==> src/rtl/i2s_sender_fifo.sv <==
// I2S/TDM audio transmitter with an internal frame FIFO, programmable bit-clock
// divider, half-rate frame repeat, drain-on-end sequencing and sticky
// underrun/overflow flags. Everything runs in the in_clk domain.
module i2s_sender_fifo #(
  parameter int SAMPLE_W   = 16,
  parameter int SLOT_W     = 32,
  parameter int CHANNELS   = 2,
  parameter int FIFO_DEPTH = 4,
  parameter int BCK_DIV    = 4
) (
  input  logic                           in_clk,
  input  logic                           reset,
  input  logic                           in_valid,
  input  logic [CHANNELS*SAMPLE_W-1:0]   in_data,
  output logic                           in_ready,
  input  logic                           audio_start,
  input  logic                           audio_end,
  input  logic                           rate_half,
  output logic                           audio_req_mode_out,
  output logic                           audio_req_tick,
  output logic                           underrun,
  output logic                           overflow,
  output logic [$clog2(FIFO_DEPTH):0]    fifo_level,
  output logic                           bck,
  output logic                           lrck,
  output logic                           sout
);

  localparam int S    = (CHANNELS < 2) ? 2 : CHANNELS;
  localparam int HALF = BCK_DIV / 2;
  localparam int DW   = (HALF > 1) ? $clog2(HALF) : 1;
  localparam int BITW = $clog2(SLOT_W);
  localparam int SLW  = $clog2(S);
  localparam int AW   = $clog2(FIFO_DEPTH);
  localparam int LW   = AW + 1;
  localparam int WW   = CHANNELS * SAMPLE_W;

  typedef enum logic [1:0] {
    IDLE  = 2'd0,
    RUN   = 2'd1,
    DRAIN = 2'd2
  } state_t;

  state_t          state;
  state_t          next_state;

  logic [DW-1:0]   div;
  logic            div_wrap;
  logic            fall;
  logic            frame_fall;
  logic [BITW-1:0] bit_idx;
  logic [SLW-1:0]  slot_idx;
  logic            bit_last;
  logic            slot_last;

  logic            start_pend;
  logic            repeat_pend;
  logic            start_eff;
  logic            play;
  logic            pop;
  logic            replay;
  logic            zero_load;
  logic            push;

  logic [WW-1:0]   mem [FIFO_DEPTH];
  logic [AW-1:0]   wr_ptr;
  logic [AW-1:0]   rd_ptr;
  logic [LW-1:0]   level;
  logic [WW-1:0]   head;

  logic [WW-1:0]   frame_reg;
  logic [WW-1:0]   src_word;
  logic [WW-1:0]   shifted;
  logic [SLW-1:0]  ch;
  int unsigned     shamt;
  logic            sout_bit;
  logic            lrck_bit;

  // Bit-clock timing and frame position decode.
  assign div_wrap   = (div == DW'(HALF - 1));
  assign fall       = div_wrap && bck;
  assign bit_last   = (bit_idx == BITW'(SLOT_W - 1));
  assign slot_last  = (slot_idx == SLW'(S - 1));
  assign frame_fall = fall && (bit_idx == '0) && (slot_idx == '0);

  assign start_eff  = audio_start && !audio_end;
  assign push       = in_valid && in_ready;
  assign in_ready   = (level < LW'(FIFO_DEPTH));
  assign fifo_level = level;
  assign head       = mem[rd_ptr];
  assign audio_req_mode_out = (state == RUN);

  // Divider: bck toggles every HALF in_clk cycles, low out of reset.
  always_ff @(posedge in_clk) begin
    if (reset) begin
      div <= '0;
      bck <= 1'b0;
    end else if (div_wrap) begin
      div <= '0;
      bck <= ~bck;
    end else begin
      div <= div + 1'b1;
    end
  end

  // Free-running position counter; holds the bit to be driven at the next fall.
  always_ff @(posedge in_clk) begin
    if (reset) begin
      bit_idx  <= '0;
      slot_idx <= '0;
    end else if (fall) begin
      if (bit_last) begin
        bit_idx  <= '0;
        slot_idx <= slot_last ? '0 : slot_idx + 1'b1;
      end else begin
        bit_idx <= bit_idx + 1'b1;
      end
    end
  end

  // Playback state register.
  always_ff @(posedge in_clk) begin
    if (reset) state <= IDLE;
    else       state <= next_state;
  end

  // Next-state and frame-load decisions, evaluated at frame boundaries.
  always_comb begin
    next_state = state;
    play       = 1'b0;
    case (state)
      IDLE: begin
        if (!audio_end && start_pend && frame_fall) begin
          next_state = RUN;
          play       = 1'b1;
        end
      end
      RUN: begin
        if (audio_end) next_state = DRAIN;
        play = frame_fall;
      end
      DRAIN: begin
        if (start_eff) begin
          next_state = RUN;
          play       = frame_fall;
        end else if (frame_fall) begin
          if ((level == '0) && !repeat_pend) next_state = IDLE;
          else                               play       = 1'b1;
        end
      end
      default: next_state = IDLE;
    endcase
    replay    = play && repeat_pend;
    pop       = play && !repeat_pend && (level != '0);
    zero_load = play && !repeat_pend && (level == '0);
  end

  // Start request held in IDLE until the next frame boundary; end cancels it.
  always_ff @(posedge in_clk) begin
    if (reset)                              start_pend <= 1'b0;
    else if (audio_end)                     start_pend <= 1'b0;
    else if (state == IDLE && audio_start)  start_pend <= 1'b1;
    else if (state != IDLE)                 start_pend <= 1'b0;
  end

  // Half-rate repeat: sampled at each pop, consumed by the replayed frame.
  always_ff @(posedge in_clk) begin
    if (reset)                     repeat_pend <= 1'b0;
    else if (pop)                  repeat_pend <= rate_half;
    else if (replay || zero_load)  repeat_pend <= 1'b0;
  end

  // FIFO storage (no reset needed: pointers and level define validity).
  always_ff @(posedge in_clk) begin
    if (push) mem[wr_ptr] <= in_data;
  end

  // FIFO pointers and occupancy.
  always_ff @(posedge in_clk) begin
    if (reset) begin
      wr_ptr <= '0;
      rd_ptr <= '0;
      level  <= '0;
    end else begin
      if (push) wr_ptr <= wr_ptr + 1'b1;
      if (pop)  rd_ptr <= rd_ptr + 1'b1;
      case ({push, pop})
        2'b10:   level <= level + 1'b1;
        2'b01:   level <= level - 1'b1;
        default: ;
      endcase
    end
  end

  // Serial bit select; the new word is used directly on the boundary fall so
  // its MSB goes out on the same fall that loads it.
  always_comb begin
    src_word = frame_reg;
    if (pop)            src_word = head;
    else if (zero_load) src_word = '0;
    ch       = (CHANNELS == 1) ? '0 : slot_idx;
    shamt    = int'(ch) * SAMPLE_W + int'(bit_idx);
    shifted  = src_word << shamt;
    sout_bit = (int'(bit_idx) < SAMPLE_W) ? shifted[WW-1] : 1'b0;
    lrck_bit = ((slot_idx >= SLW'(S / 2)) ||
                ((slot_idx == SLW'(S / 2 - 1)) && bit_last)) &&
               !(slot_last && bit_last);
  end

  // Registered serial outputs, frame word hold and refill tick.
  always_ff @(posedge in_clk) begin
    if (reset) begin
      sout           <= 1'b0;
      lrck           <= 1'b0;
      frame_reg      <= '0;
      audio_req_tick <= 1'b0;
    end else begin
      audio_req_tick <= pop;
      if (play) frame_reg <= src_word;
      if (fall) begin
        lrck <= lrck_bit;
        sout <= (next_state == IDLE) ? 1'b0 : sout_bit;
      end
    end
  end

  // Sticky status flags; a new error in the same cycle as a start is kept.
  always_ff @(posedge in_clk) begin
    if (reset) begin
      underrun <= 1'b0;
      overflow <= 1'b0;
    end else begin
      if (start_eff) begin
        underrun <= 1'b0;
        overflow <= 1'b0;
      end
      if (zero_load)              underrun <= 1'b1;
      if (in_valid && !in_ready)  overflow <= 1'b1;
    end
  end

endmodule

==> config.mk <==
export PLATFORM = sky130hd
export DESIGN_NAME = i2s_sender_fifo
export DESIGN_NICKNAME = d
export VERILOG_FILES = /design/src/rtl/i2s_sender_fifo.sv
export SDC_FILE = /design/constraint.sdc
export NUM_CORES = 1
export LEC_CHECK = 0
export ABC_AREA = 1
export CAP_MARGIN = 10
export CORE_MARGIN = 8
export CORE_UTILIZATION = 55
export CTS_BUF_LIST = sky130_fd_sc_hd__clkbuf_4 sky130_fd_sc_hd__clkbuf_8
export DETAILED_ROUTE_END_ITERATION = 16
export PLACE_DENSITY = 0.81
export SETUP_SLACK_MARGIN = 0.02
export SLEW_MARGIN = 5
export SYNTH_ARGS = -nofsm -noshare
export SYNTH_HDL_FRONTEND = slang
export SYNTH_SLANG_ARGS = --single-unit
==> constraint.sdc <==
create_clock -name in_clk -period 2.55 [get_ports in_clk]
set_input_delay 0.6375 -clock in_clk [delete_from_list [all_inputs] [get_ports in_clk]]
set_output_delay 0.6375 -clock in_clk [all_outputs]
set_load 0.01 [all_outputs]
==> impl_metrics.csv, run 1 <==
group,metric,value,unit
worst_setup_path,crit_family,"simple AND/OR/NAND/NOR gates",
placed_design,place_area,8520,µm²
finish,final_cell_mix,"nand2_1 (129), edfxtp_1 (128), nor2_1 (88)",
worst_setup_path,cp-end-kind,"flop",
grt,antenna_found_initial,0,
cts,clk_latency,0.48,ns
cts,cts_root_buf,"clkbuf_8",
synth,synth_top_family_by_area,"simple AND/OR/NAND/NOR gates",
grt,grt_pass1_wl,27.2,mm
synth,syn_avg_cell_area,10.7,µm²
synth,ys.flop_type,"edfxtp_1",
worst_setup_path,path_class,"in2reg",
drt,drtIter0Drc,555,
timing,finClkSkew,0.0167,ns
worst_setup_path,startpoint,"audio_start",
finish,multiInputGateArea,2210,µm²
drt,drc,0,
timing,period_minus_slack,2.43,ns
floorplan,die_h,133,µm
finish,syn_to_final_growth,19.3,%
timing,fmax,412,MHz
synth,syn_inst,702,
finish,regArea,5010,µm²
worst_setup_path,cp.arrival,2.79,ns
synth,synth_xor_area_frac,0.00116,
drt,drtAntennaViolNets,0,
finish,layout_commonest_cell,"nand2_1",
drt,wl_per_cell,16.9,µm
worst_hold_path,hp-start,"div$_SDFF_PP0_",
synth,synth_seq_cells,186,
timing,hold_viol_final,0,
timing,fin_crit_sh,0.952,
finish,fin_cells,980,
drt,vias,5524,
synth,synth_fa_ha_area_frac,0.0176,
synth,syn_nets,750,
finish,finalInstanceArea,8970,µm²
worst_setup_path,path_cells,"clkdlybuf4s50_1 > nand2_1 > nor2_1 > nor2_1 > nand3_2 > nand3_4 > nor2_8 > ha_2 > inv_1 > fa_2 > a21oi_1 > o21ai_1 > o21ai_1 > a21oi_1",
placed_design,dpl.hpwl,10.6,mm
worst_setup_path,cp_max_fo,3,
finish,largest_reg_flops,128,
worst_setup_path,crit_required,2.92,ns
cts,htree_num_levels,4,
floorplan,io_pins,49,
placed_design,gp_congestion,0.846,
timing,whs,0.462,ns
synth,synth_area,7520,µm²
pwr,peakVddDrop,0.584,mV
grt,grt_overflow,0,
timing,slew_violations,0,
worst_setup_path,cpMaxStageDelayCell,"clkdlybuf4s50_1",
floorplan,core_area,13300,µm²
drt,dr.pass1.iters,5,
synth,synth-edff-count,128,
worst_setup_path,cpPeakStageDelay,0.48,ns
cts,cts.path.max_buffers,2,
grt,grt_pass1_vias,5628,
pwr,power.density,643,nW/µm²
floorplan,initial_utilization,0.565,
finish,layout-drive-gt1-share,0.139,
synth,yosys_warnings,0,
finish,layout.nets,839,
worst_setup_path,reg2reg_from,"bit_idx[3]$_SDFFE_PP0N_",
timing,finalWorstSetupSlack,0.123,ns
floorplan,die_area,17700,µm²
finish,fillers,937,
worst_setup_path,start_kind,"input port",
floorplan,num_rows,42,
placed_design,io_buffers,48,
synth,synthArstFlopShare,0,
timing,worstMarginPinSlew,0.466,ns
timing,rsz0062_at_grt,"true",
cts,path_clk_slew,0.11,ns
timing,setup_viol,0,
outcome,run_status,"completed",
drt,viasPerCell,5.64,
floorplan,die_w,133,µm
grt,gr-usage-all-layers,0.194,
synth,seq_area_frac_synth,0.666,
worst_hold_path,min_path_type,"reg2reg",
pwr,power.leakage,3.27,nW
placed_design,dp_slack,-0.337,ns
synth,synthSimpleGateAreaFrac,0.164,
worst_setup_path,path_buf_inv,2,
cts,cts_inserted_buffers,17,
finish,diodes,0,
synth,synth_cell_types,39,
timing,timing.slew.headroom,0.689,
cts,cts_sinks,186,
run,maxCapViolCount,0,
finish,final_core_utilization,0.675,
placed_design,dp.cells,947,
synth,synth_mux_area_frac,0,
grt,grt_max_degree,38,
drt,wirelength,16.6,mm
synth,synth-compound-area-share,0.110,
cts,cts_tree,"yes",
==> power by group <==
group,internal (mW),total (mW),switching (mW),leakage (nW)
sequential,3.33,3.36,0.0299,1.65
clock,0.990,2.07,1.08,0.214
combinational,0.138,0.337,0.199,1.41
total,4.46,5.77,1.31,3.27
==> final timing paths <==
path | cells after the start | to | slack, ns
hold / removal | 1 | div$_SDFF_PP0_ | 0.46
hold reg to reg | 1 | div$_SDFF_PP0_ | 0.46
setup reg to reg | 14 | fifo_level[2]$_SDFFE_PP0P_ | 0.13
setup / recovery | 14 | fifo_level[2]$_SDFFE_PP0P_ | 0.12
==> cell type report <==
cell class                      instances  share of cell area
Inverter                               39              0.0166
Tap cell                              176              0.0245
Sequential cell                       186               0.558
Clock buffer                           17              0.0261
Multi-Input combinational cell        444               0.247
Clock inverter                         15              0.0211
Timing Repair Buffer                  103               0.107
==> per-stage QoR <==
step	setup TNS (ns)	total power [mW]
floorplan	-5.34	3.58
global placement	-0.618	3.74
detailed placement	-0.809	3.76
CTS	0	5.78
global route	0	5.95
finish	0	5.77
==> worst register-to-register path: cells and delay by family, from the launching register on <==
family	cells	cell delay, ns
AOI/OAI and AO/OA	4	0.45
adders and majority gates	2	0.51
buffers and inverters	2	0.21
DFF	1	0.42
and+or+nand+nor	6	0.71
==> cells by family after synthesis <==
kind of cell	Yosys count
flops	186
compound gates	146
simple gates	287
xor+xnor	1
fa+ha+maj	10
buf+inv	72
==> Yosys cell counts (2+ instances only) <==
master,count,area [µm²]
a21oi_1,43,215
a31oi_1,2,12.5
a32o_1,10,100
buf_2,8,40.0
buf_6,4,45.0
clkbuf_1,19,71.3
clkinv_1,2,7.51
dfxtp_1,58,1160
edfxtp_1,128,3840
ha_1,9,113
inv_1,35,131
inv_2,2,7.51
nand2_1,129,484
nand2_2,2,12.5
nand3_1,46,230
nand3b_1,2,15.0
nor2_1,92,345
nor3_1,5,25.0
o21ai_0,62,310
o21ai_1,2,10.0
o21ai_2,2,17.5
o22ai_1,22,138
or2_2,2,12.5
==> metal layers <==
metal	vias up	wire length [µm]	global-route usage
met3	32	996	0.0447
met2	204	8610	0.331
met1	2662	6660	0.226
li1	2626	-	-
met4	0	303	0.0909
met5	-	0	0
==> what timing repair did <==
action,in CTS,in global routing
setup endpoints to repair,0,2
hold buffers,0,0
buffers inserted,0,1
gates resized for setup,0,12
endpoints found under the hold margin,0,0
No activity file was read; power rests on OpenSTA's default activity.
==> run 2: changes to the inputs <==
--- a/config.mk
+++ b/config.mk
@@ -7,6 +7,7 @@
 export LEC_CHECK = 0
 export ABC_AREA = 1
 export CAP_MARGIN = 10
+export CORE_ASPECT_RATIO = 0.6
 export CORE_MARGIN = 8
 export CORE_UTILIZATION = 55
 export CTS_BUF_LIST = sky130_fd_sc_hd__clkbuf_4 sky130_fd_sc_hd__clkbuf_8
==> run 2 against run 1 <==
Effect of this change:
- global-route usage up 0.33 points
- total power up 1.7%
- maximum frequency down 0.67%
- flip-flop and latch count unchanged
- utilization up 1.0 points
- hold slack better by 0.0058 ns
- critical path type is now reg2reg
- largest cell class unchanged
==> impl_metrics.csv, run 2 (same netlist as run 1, synthesis figures left out) <==
group,metric,value,unit
placed_design,gp_congestion,0.852,
worst_setup_path,cp_max_fo,3,
grt,grt_pass1_vias,5378,
cts,cts_tree,"yes",
floorplan,io_pins,49,
pwr,p_sw_frac,0.256,
cts,cts_inserted_buffers,17,
worst_setup_path,crit_required,2.93,ns
outcome,run_status,"completed",
pwr,combPwrFrac,0.063,
grt,antenna_found_initial,0,
cts,cts_sinks,186,
timing,whs,0.468,ns
worst_setup_path,path_buf_inv,2,
drt,drtAntennaViolNets,0,
worst_setup_path,cpPeakStageDelay,0.38,ns
floorplan,die_h,107,µm
worst_setup_path,r2r_setup_slack,0.11,ns
placed_design,io_buffers,48,
timing,slew_violations,0,
drt,vias,5726,
worst_setup_path,path_class,"reg2reg",
placed_design,dpl.hpwl,11.4,mm
floorplan,core_area,13500,µm²
finish,largest_reg_flops,128,
worst_setup_path,cpMaxStageDelayCell,"fa_2",
finish,final_cell_mix,"nand2_1 (128), edfxtp_1 (128), nor2_1 (88)",
floorplan,initial_utilization,0.557,
timing,setup_viol,0,
drt,viasPerCell,5.78,
drt,drc,0,
finish,syn_to_final_growth,23.0,%
worst_setup_path,path_cells,"inv_2 > ha_4 > nand2_2 > nor2_4 > nand2_2 > nor2_4 > nand3_4 > nor2_8 > ha_4 > inv_4 > fa_2 > a21oi_2 > o21ai_2 > o21ai_1 > a21oi_1",
drt,drtIter0Drc,708,
cts,clk_latency,0.49,ns
finish,layout.nets,851,
pwr,p_int,4.36,mW
pwr,p_clk_frac,0.364,
worst_hold_path,min_path_type,"reg2reg",
pwr,p_switching,1.50,mW
worst_setup_path,cp-end-kind,"flop",
worst_setup_path,startpoint,"bit_idx[1]$_SDFFE_PP0N_",
floorplan,die_area,17800,µm²
worst_setup_path,endpoint,"fifo_level[2]$_SDFFE_PP0P_",
grt,grt_pass1_wl,27.4,mm
worst_setup_path,reg2reg_depth,15,
pwr,seqPwrFrac,0.573,
pwr,power.density,634,nW/µm²
worst_setup_path,r2r_end,"fifo_level[2]$_SDFFE_PP0P_",
finish,fillers,926,
floorplan,die_w,167,µm
cts,path_clk_slew,0.11,ns
grt,grt_overflow,0,
worst_setup_path,cp.arrival,2.82,ns
drt,wl_per_cell,18.0,µm
timing,fmax,409,MHz
cts,htree_num_levels,4,
timing,hold_viol_final,0,
timing,fin_crit_sh,0.958,
timing,worstMarginPinSlew,0.459,ns
timing,period_minus_slack,2.44,ns
finish,layout-drive-gt1-share,0.163,
grt,gr-usage-all-layers,0.197,
run,maxCapViolCount,0,
pwr,peakVddDrop,0.514,mV
floorplan,num_rows,33,
worst_setup_path,start_kind,"flop",
grt,grt_max_degree,55,
worst_setup_path,crit_family,"simple AND/OR/NAND/NOR gates",
timing,timing.slew.headroom,0.693,
timing,tns,0,ns
worst_setup_path,path_depth,15,
cts,cts.path.max_buffers,2,
drt,dr.pass1.iters,5,
drt,wirelength,17.8,mm
cts,cts_root_buf,"clkbuf_8",
worst_setup_path,reg2reg_from,"bit_idx[1]$_SDFFE_PP0N_",
pwr,power.leakage,3.41,nW
finish,diodes,0,
timing,finClkSkew,0.0191,ns
-- run 2: timing repair --
item                       in CTS  in global routing
hold buffers                    0                  0
setup buffers                   0                 10
gates resized for setup         0                 35
setup endpoints to repair       0                  2
-- run 2: worst min path at each step --
stage | from | to | slack, ns | cells past startpoint
floorplan | div$_SDFF_PP0_ | div$_SDFF_PP0_ | 0.42 | 1
CTS | overflow$_SDFFE_PP0P_ | overflow$_SDFFE_PP0P_ | 0.47 | 2
global placement | div$_SDFF_PP0_ | div$_SDFF_PP0_ | 0.43 | 1
global route | audio_end | start_pend$_SDFFE_PP0P_ | 0.48 | 3
finish | overflow$_SDFFE_PP0P_ | overflow$_SDFFE_PP0P_ | 0.47 | 2
detailed placement | div$_SDFF_PP0_ | div$_SDFF_PP0_ | 0.45 | 1
-- run 2: cell type report --
| type | instances | area, µm² | share of cell area |
|---|---|---|---|
| flip-flops and latches | 186 | 5010 | 0.542 |
| inverters | 39 | 149 | 0.0161 |
| clock buffers | 17 | 234 | 0.0253 |
| multi-input cells | 444 | 2270 | 0.246 |
| clock inverters | 15 | 233 | 0.0252 |
| repair buffers | 115 | 1130 | 0.122 |
| well taps | 175 | 219 | 0.0237 |
-- run 2: power groups by stage --
stage               combinational, mW  clock (mW)  sequential, mW
global route                    0.396        2.28            3.37
detailed placement              0.344           0            3.43
global placement                0.332           0            3.42
finish                          0.368        2.13            3.36
floorplan                       0.149           0            3.43
CTS                             0.346        2.16            3.36
-- run 2: worst min-delay path, cell delays in order (launching register included) --
cell	delay [ns]
dfxtp_1	0.33
nand2_1	0.06
a21oi_1	0.05
-- run 2: metrics by stage --
stage	utilization	instance area (µm²)	instances	setup WS [ns]	power, mW
after floorplan	-	7520	702	-0.0417	3.58
final	0.685	9250	991	0.107	5.86
after detailed placement	0.633	8540	948	-0.424	3.77
after global placement	0.633	8540	948	-0.301	3.76
after CTS	0.667	9010	980	0.0590	5.87
after global routing	0.685	9250	991	-0.0138	6.04
-- run 2: routing by layer --
metal | vias up | GRT usage | share of wire
li1 | 2658 | - | -
met5 | - | 0 | 0
met3 | 42 | 0.0529 | 0.096
met1 | 2696 | 0.272 | 0.44
met4 | 0 | 0.0589 | 0.015
met2 | 330 | 0.301 | 0.45
